### src/rtl/hazard_scoreboard_pkg.sv
// Shared sizing, forwarding-select encodings and latency helper for the issue-stage hazard scoreboard.
package hazard_scoreboard_pkg;

    localparam int NUM_REGS    = 8;
    localparam int ADDR_W      = 3;
    localparam int LAT_W       = 2;
    localparam int STALL_CNT_W = 8;

    localparam logic FWD_SEL_WB = 1'b0;
    localparam logic FWD_SEL_RF = 1'b1;

    typedef logic [LAT_W-1:0]  countT;
    typedef logic [ADDR_W-1:0] regAddrT;

    // A zero latency request is treated as the fastest legal one.
    function automatic countT effLatency(input countT lat);
        return (lat == '0) ? LAT_W'(1) : lat;
    endfunction

endpackage

### src/rtl/hazard_scoreboard_reg_countdown.sv
// Per-register writeback countdown: load wins over decrement, clear wins over load; flags are combinational.
// Zero latency on flags; no backpressure (state advances every cycle).
module reg_countdown
    import hazard_scoreboard_pkg::*;
(
    input  logic             clk,
    input  logic             reset,
    input  logic             clear,
    input  logic             load,
    input  logic [LAT_W-1:0] loadVal,
    output logic [LAT_W-1:0] count,
    output logic             isIdle,
    output logic             isReady,
    output logic             isPending
);

    always_ff @(posedge clk or posedge reset) begin
        if (reset) begin
            count <= '0;
        end else if (clear) begin
            count <= '0;
        end else if (load) begin
            count <= loadVal;
        end else if (count != '0) begin
            count <= count - LAT_W'(1);
        end
    end

    assign isIdle    = (count == '0);
    assign isReady   = (count == LAT_W'(1));
    assign isPending = (count > LAT_W'(1));

endmodule

### src/rtl/hazard_scoreboard.sv
// Issue-stage scoreboard: per-register writeback countdowns, RAW/WAW stall, EX forwarding selects, WB check.
// Stall and forwarding selects are combinational from current state; stalled issue is held upstream.
module hazard_scoreboard
    import hazard_scoreboard_pkg::*;
(
    input  logic                   clk,
    input  logic                   reset,
    input  logic                   issue_valid,
    input  logic                   issue_we,
    input  logic [ADDR_W-1:0]      issue_rd,
    input  logic [LAT_W-1:0]       issue_lat,
    input  logic                   issue_use_a,
    input  logic [ADDR_W-1:0]      issue_rs_a,
    input  logic                   issue_use_b,
    input  logic [ADDR_W-1:0]      issue_rs_b,
    input  logic                   flush,
    input  logic                   wb_we,
    input  logic [ADDR_W-1:0]      wb_addr,
    output logic                   stall,
    output logic                   fwd_sel_a,
    output logic                   fwd_sel_b,
    output logic [NUM_REGS-1:0]    busy,
    output logic                   sb_error,
    output logic [STALL_CNT_W-1:0] stall_count
);

    countT               regCount [NUM_REGS];
    logic [NUM_REGS-1:0] idleVec;
    logic [NUM_REGS-1:0] readyVec;
    logic [NUM_REGS-1:0] pendingVec;
    logic [NUM_REGS-1:0] loadVec;
    logic [NUM_REGS-1:0] wbMatch;

    countT latEff;
    logic  rawA;
    logic  rawB;
    logic  waw;
    logic  accept;
    logic  missedWb;

    assign latEff = effLatency(issue_lat);

    // A ready operand (count 1) is covered by the WB bypass, so only pending ones stall.
    assign rawA   = issue_use_a && pendingVec[issue_rs_a];
    assign rawB   = issue_use_b && pendingVec[issue_rs_b];
    assign waw    = issue_we && (regCount[issue_rd] > latEff);
    assign stall  = issue_valid && !flush && (rawA || rawB || waw);
    assign accept = issue_valid && !stall && !flush;

    assign fwd_sel_a = (issue_use_a && readyVec[issue_rs_a]) ? FWD_SEL_WB : FWD_SEL_RF;
    assign fwd_sel_b = (issue_use_b && readyVec[issue_rs_b]) ? FWD_SEL_WB : FWD_SEL_RF;
    assign busy      = ~idleVec;

    for (genvar r = 0; r < NUM_REGS; r++) begin : gCount
        assign loadVec[r] = accept && issue_we && (issue_rd == ADDR_W'(r));
        assign wbMatch[r] = wb_we && (wb_addr == ADDR_W'(r));

        reg_countdown uCount (
            .clk       (clk),
            .reset     (reset),
            .clear     (flush),
            .load      (loadVec[r]),
            .loadVal   (latEff),
            .count     (regCount[r]),
            .isIdle    (idleVec[r]),
            .isReady   (readyVec[r]),
            .isPending (pendingVec[r])
        );
    end

    // Any register due this cycle without a matching WB write is a lost result.
    assign missedWb = !flush && |(readyVec & ~wbMatch);

    always_ff @(posedge clk or posedge reset) begin
        if (reset) begin
            sb_error <= 1'b0;
        end else if (missedWb) begin
            sb_error <= 1'b1;
        end
    end

    always_ff @(posedge clk or posedge reset) begin
        if (reset) begin
            stall_count <= '0;
        end else if (stall && (stall_count != {STALL_CNT_W{1'b1}})) begin
            stall_count <= stall_count + STALL_CNT_W'(1);
        end
    end

endmodule

### config.mk
export PLATFORM = sky130hd
export DESIGN_NAME = hazard_scoreboard
export DESIGN_NICKNAME = d
export VERILOG_FILES = /design/src/rtl/hazard_scoreboard_pkg.sv /design/src/rtl/hazard_scoreboard_reg_countdown.sv /design/src/rtl/hazard_scoreboard.sv
export SDC_FILE = /design/constraint.sdc
export NUM_CORES = 1
export LEC_CHECK = 0
export BUFFER_PORTS_ARGS = -buffer_cell sky130_fd_sc_hd__buf_2
export CAP_MARGIN = 20
export CORE_UTILIZATION = 40
export CTS_BUF_LIST = sky130_fd_sc_hd__clkbuf_4
export DETAILED_ROUTE_END_ITERATION = 7
export SLEW_MARGIN = 20
export SYNTH_ARGS = -nofsm -noshare
export SYNTH_HDL_FRONTEND = slang
export SYNTH_SLANG_ARGS = --single-unit
### constraint.sdc
create_clock -name clk -period 2.85 [get_ports clk]
set_clock_uncertainty 0.2 [all_clocks]
set_input_delay 0.4275 -clock clk [delete_from_list [all_inputs] [get_ports clk]]
set_output_delay 0.4275 -clock clk [all_outputs]
set_load 0.03 [all_outputs]
==> impl_metrics.py <==
metrics = {
    "setup_path": {
        "crit_chain": "mux4_2 -> mux2_4 -> ha_4 -> nor2b_4 -> o211ai_1 -> o21a_1 -> a31oi_4 -> buf_6",
        "crit_path_max_fanout": 2,
        "cp_data_required_time_ns": 2.22,
        "cp-start-kind": "flop",
        "crit_path_end_kind": "output pin",
        "arrival_ns": 2.62,
        "rr_worst_depth": 9,
        "path_class": "flop to output pin",
        "critical-path-slowest-cell": "mux4_2",
        "slowest_delay_ns": 0.46,
    },
    "grt": {
        "grt_pass1_wl_mm": 10.43,
        "grt_pass1_vias": 2059,
        "grt_overflow": 0,
        "antenna_found_initial": 0,
        "grt_max_degree": 26,
        "globalRouteTotalUtil_pct": 21.99,
    },
    "yosys": {
        "synth_cell_type_count": 47,
        "synth_area_um2": 2332,
        "async_flop_share_pct": 100.0,
        "syn_nets": 284,
        "synth_edf_count": 0,
        "synth_cells": 243,
        "postSynthAreaPerCell_um2": 9.598,
        "yosysWarnings": 0,
        "synth-main-ff-cell": "dfrtp_1",
        "ys_seq_elements": 25,
        "ys_seq_area_share_pct": 26.82,
    },
    "status": {
        "status": "finished with violations",
        "violations": "setup timing",
    },
    "layout": {
        "stdcell_area_um2": 3322,
        "fin_cells": 403,
        "antennaDiodeCount": 0,
        "drive_gt1_share_pct": 43.20,
        "area_delta_synth_final_pct": 42.44,
        "nets": 373,
    },
    "routing": {
        "final_antenna_net_count": 0,
        "wl_met3_um": 386,
        "route.detailed.drc": 0,
        "vias": 2183,
        "detail_route.vias_per_cell": 5.417,
        "met1Wirelength_mm": 3.048,
        "finalWirelength_mm": 6.547,
        "drtIter0Drc": 139,
        "dr.pass1.iters": 4,
        "wire_per_inst_um": 16.25,
        "top_layer": "met4",
        "dr_wl_met2_mm": 3.022,
    },
    "clock_tree": {
        "cts_tree": "done",
        "clock-sinks": 25,
        "clk_pin_slew_ns": 0.16,
        "cts-buffers-inserted": 3,
        "clockBufferDepth": 2,
        "cts_max_level": 1,
        "root_buffer": "clkbuf_4",
        "clock_latency_ns": 0.35,
    },
    "placement": {
        "placed_cell_area_um2": 2933,
        "dp.cells": 387,
        "dpl.hpwl_mm": 4.788,
        "gp_congestion": 0.8857,
        "port_buffers": 41,
    },
    "power_and_ir_drop": {
        "power_uw": 2623,
        "powerDensity_nw_per_um2": 789.5,
        "ir_worst_vdd_mv": 0.4138,
        "p_leak_uw": 0.001575,
    },
    "sta": {
        "drv_slew": 0,
        "finalHoldViolations": 0,
        "post-route-period-util_pct": 113.8,
        "finalCriticalPeriod_ns": 3.244,
        "fmax_ghz": 0.3083,
        "setup_viol_count_final": 23,
        "worst_pin_slew_ns": 1.146,
        "relSlewSlack_pct": 23.21,
        "setup_slack_ns": -0.3936,
        "rsz0062_at_grt": "yes",
    },
    "min_path": {
        "hp-class": "input port to flop",
        "whs_path_depth": 2,
    },
    "floorplanning": {
        "die_area_um2": 6140,
        "io_pins": 42,
        "die_w_um": 78.36,
        "start_util_pct": 41.84,
        "die-height_um": 78.36,
        "num_rows": 27,
        "core_area_um2": 5574,
    },
    "flow_run": {
        "maxCapViolCount": 0,
    },
}
flip-flops by register name, summed over array words and instances (netlist names):
name                 count
gCount.uCount.count     16
stall_count              8
sb_error                 1
routing by layer:
metal	track usage, %	vias up
met5	0	-
met4	6.481	0
met3	2.209	11
met2	34.47	78
met1	31.94	1044
li1	-	1050
kinds of logic (layout without fill, tap and decap cells):
logic type / count (synthesis) / count (layout) / synth area share [%]
AND/OR/NAND/NOR: 85 / 85 / 20.87
adder cells (fa/ha/maj): 19 / 19 / 10.19
flip-flops: 25 / 25 / 26.82
multiplexers: 33 / 33 / 21.84
buffers and inverters: 36 / 124 / 6.116
AO/OA/AOI/OAI: 31 / 31 / 8.906
XOR/XNOR: 14 / 14 / 5.258
power by group:
part	total (uW)	internal (uW)	switching, uW	leakage, uW
sequential	601	461	140	0.000321
combinational	1840	903	942	0.00124
clock	177	53.9	123	0.0000139
critical path: cells and delay by family, from the launching register on:
kind | cells | cell delay, ns
AOI/OAI and AO/OA | 3 | 0.58
adders and majority gates | 1 | 0.22
buffers and inverters | 1 | 0.16
DFF | 1 | 0.45
muxes | 2 | 0.75
and+or+nand+nor | 1 | 0.12
final cells by class:
class                           count  area [um^2]
Multi-Input combinational cell    182         1808
Timing Repair Buffer               91        659.4
Fill cell                         476         2252
Tap cell                           72        90.09
Clock buffer                        3        22.52
Clock inverter                      1        7.507
Sequential cell                    25        625.6
Inverter                           29        108.9
synthesized netlist by cell type (2+ instances only):
cell       n  share of area (%)
inv_1     29                4.7
dfrtp_1   25                 27
ha_1      19                 10
nand2b_1  17                4.6
nor2_1    15                2.4
nand2_1   11                1.8
mux2i_1   10                4.3
mux4_2    10                9.7
nor2b_1   10                2.7
mux2_2     9                4.3
xnor2_1    9                3.4
a21oi_1    6                1.3
nand4_1    6                1.6
nor4_1     6                1.6
o21ai_0    6                1.3
clkbuf_1   5               0.80
xor2_1     5                1.9
nand3_1    4               0.86
o311ai_0   4                1.5
a31oi_1    3               0.80
and3_1     3               0.80
nor3_1     3               0.64
mux2_4     2                1.3
mux4_1     2                2.3
o31ai_1    2               0.64
worst paths after layout:
check | start | to | slack, ns
setup / recovery | gCount[0].uCount.count[1]$_DFFE_PP0P_ | stall | -0.39
hold / removal | issue_lat[1] | gCount[1].uCount.count[1]$_DFFE_PP0P_ | 0.21
setup reg to reg | gCount[0].uCount.count[1]$_DFFE_PP0P_ | gCount[7].uCount.count[0]$_DFFE_PP0P_ | -0.37
hold reg to reg | sb_error$_DFFE_PP0P_ | sb_error$_DFFE_PP0P_ | 0.30
max in group asynchronous | reset | gCount[7].uCount.count[1]$_DFFE_PP0P_ | 1.72
min in group asynchronous | reset | gCount[1].uCount.count[0]$_DFFE_PP0P_ | 0.46
timing repair:
action	CTS	global route
gates resized for setup	37	21
hold buffers	1	0
hold endpoints to repair	25	0
pin swaps	5	9
setup endpoints to repair	20	27
setup buffers	4	10
placed cells by master (no fill, tap or decap), drive strengths merged, types with 4 or more instances in the layout:
| master | Yosys | routed |
|---|---|---|
| nor4 | 7 | 7 |
| xnor2 | 9 | 9 |
| nor2 | 15 | 15 |
| nand2 | 11 | 11 |
| inv | 29 | 29 |
| mux2 | 11 | 11 |
| o311ai | 4 | 4 |
| dfrtp | 25 | 25 |
| xor2 | 5 | 5 |
| buf | 2 | 90 |
| mux4 | 12 | 12 |
| nand2b | 17 | 17 |
| nand4 | 6 | 6 |
| a21oi | 6 | 6 |
| mux2i | 10 | 10 |
| ha | 19 | 19 |
| o21ai | 7 | 7 |
| nor2b | 10 | 10 |
| nand3 | 4 | 4 |
through the flow:
stage / TNS [ns] / setup WS [ns] / hold WS [ns] / util [%]
detailed placement: -4.863 / -0.3516 / 0.2702 / 52.62
global placement: -4.002 / -0.2767 / 0.2625 / 52.62
global route: -6.574 / -0.4994 / 0.2030 / 59.60
CTS: -1.338 / -0.3204 / 0.2114 / 56.57
floorplan: -1.683 / -0.2421 / 0.2548 / -
finish: -3.908 / -0.3936 / 0.2137 / 59.60
No activity file was read; power rests on OpenSTA's default activity.
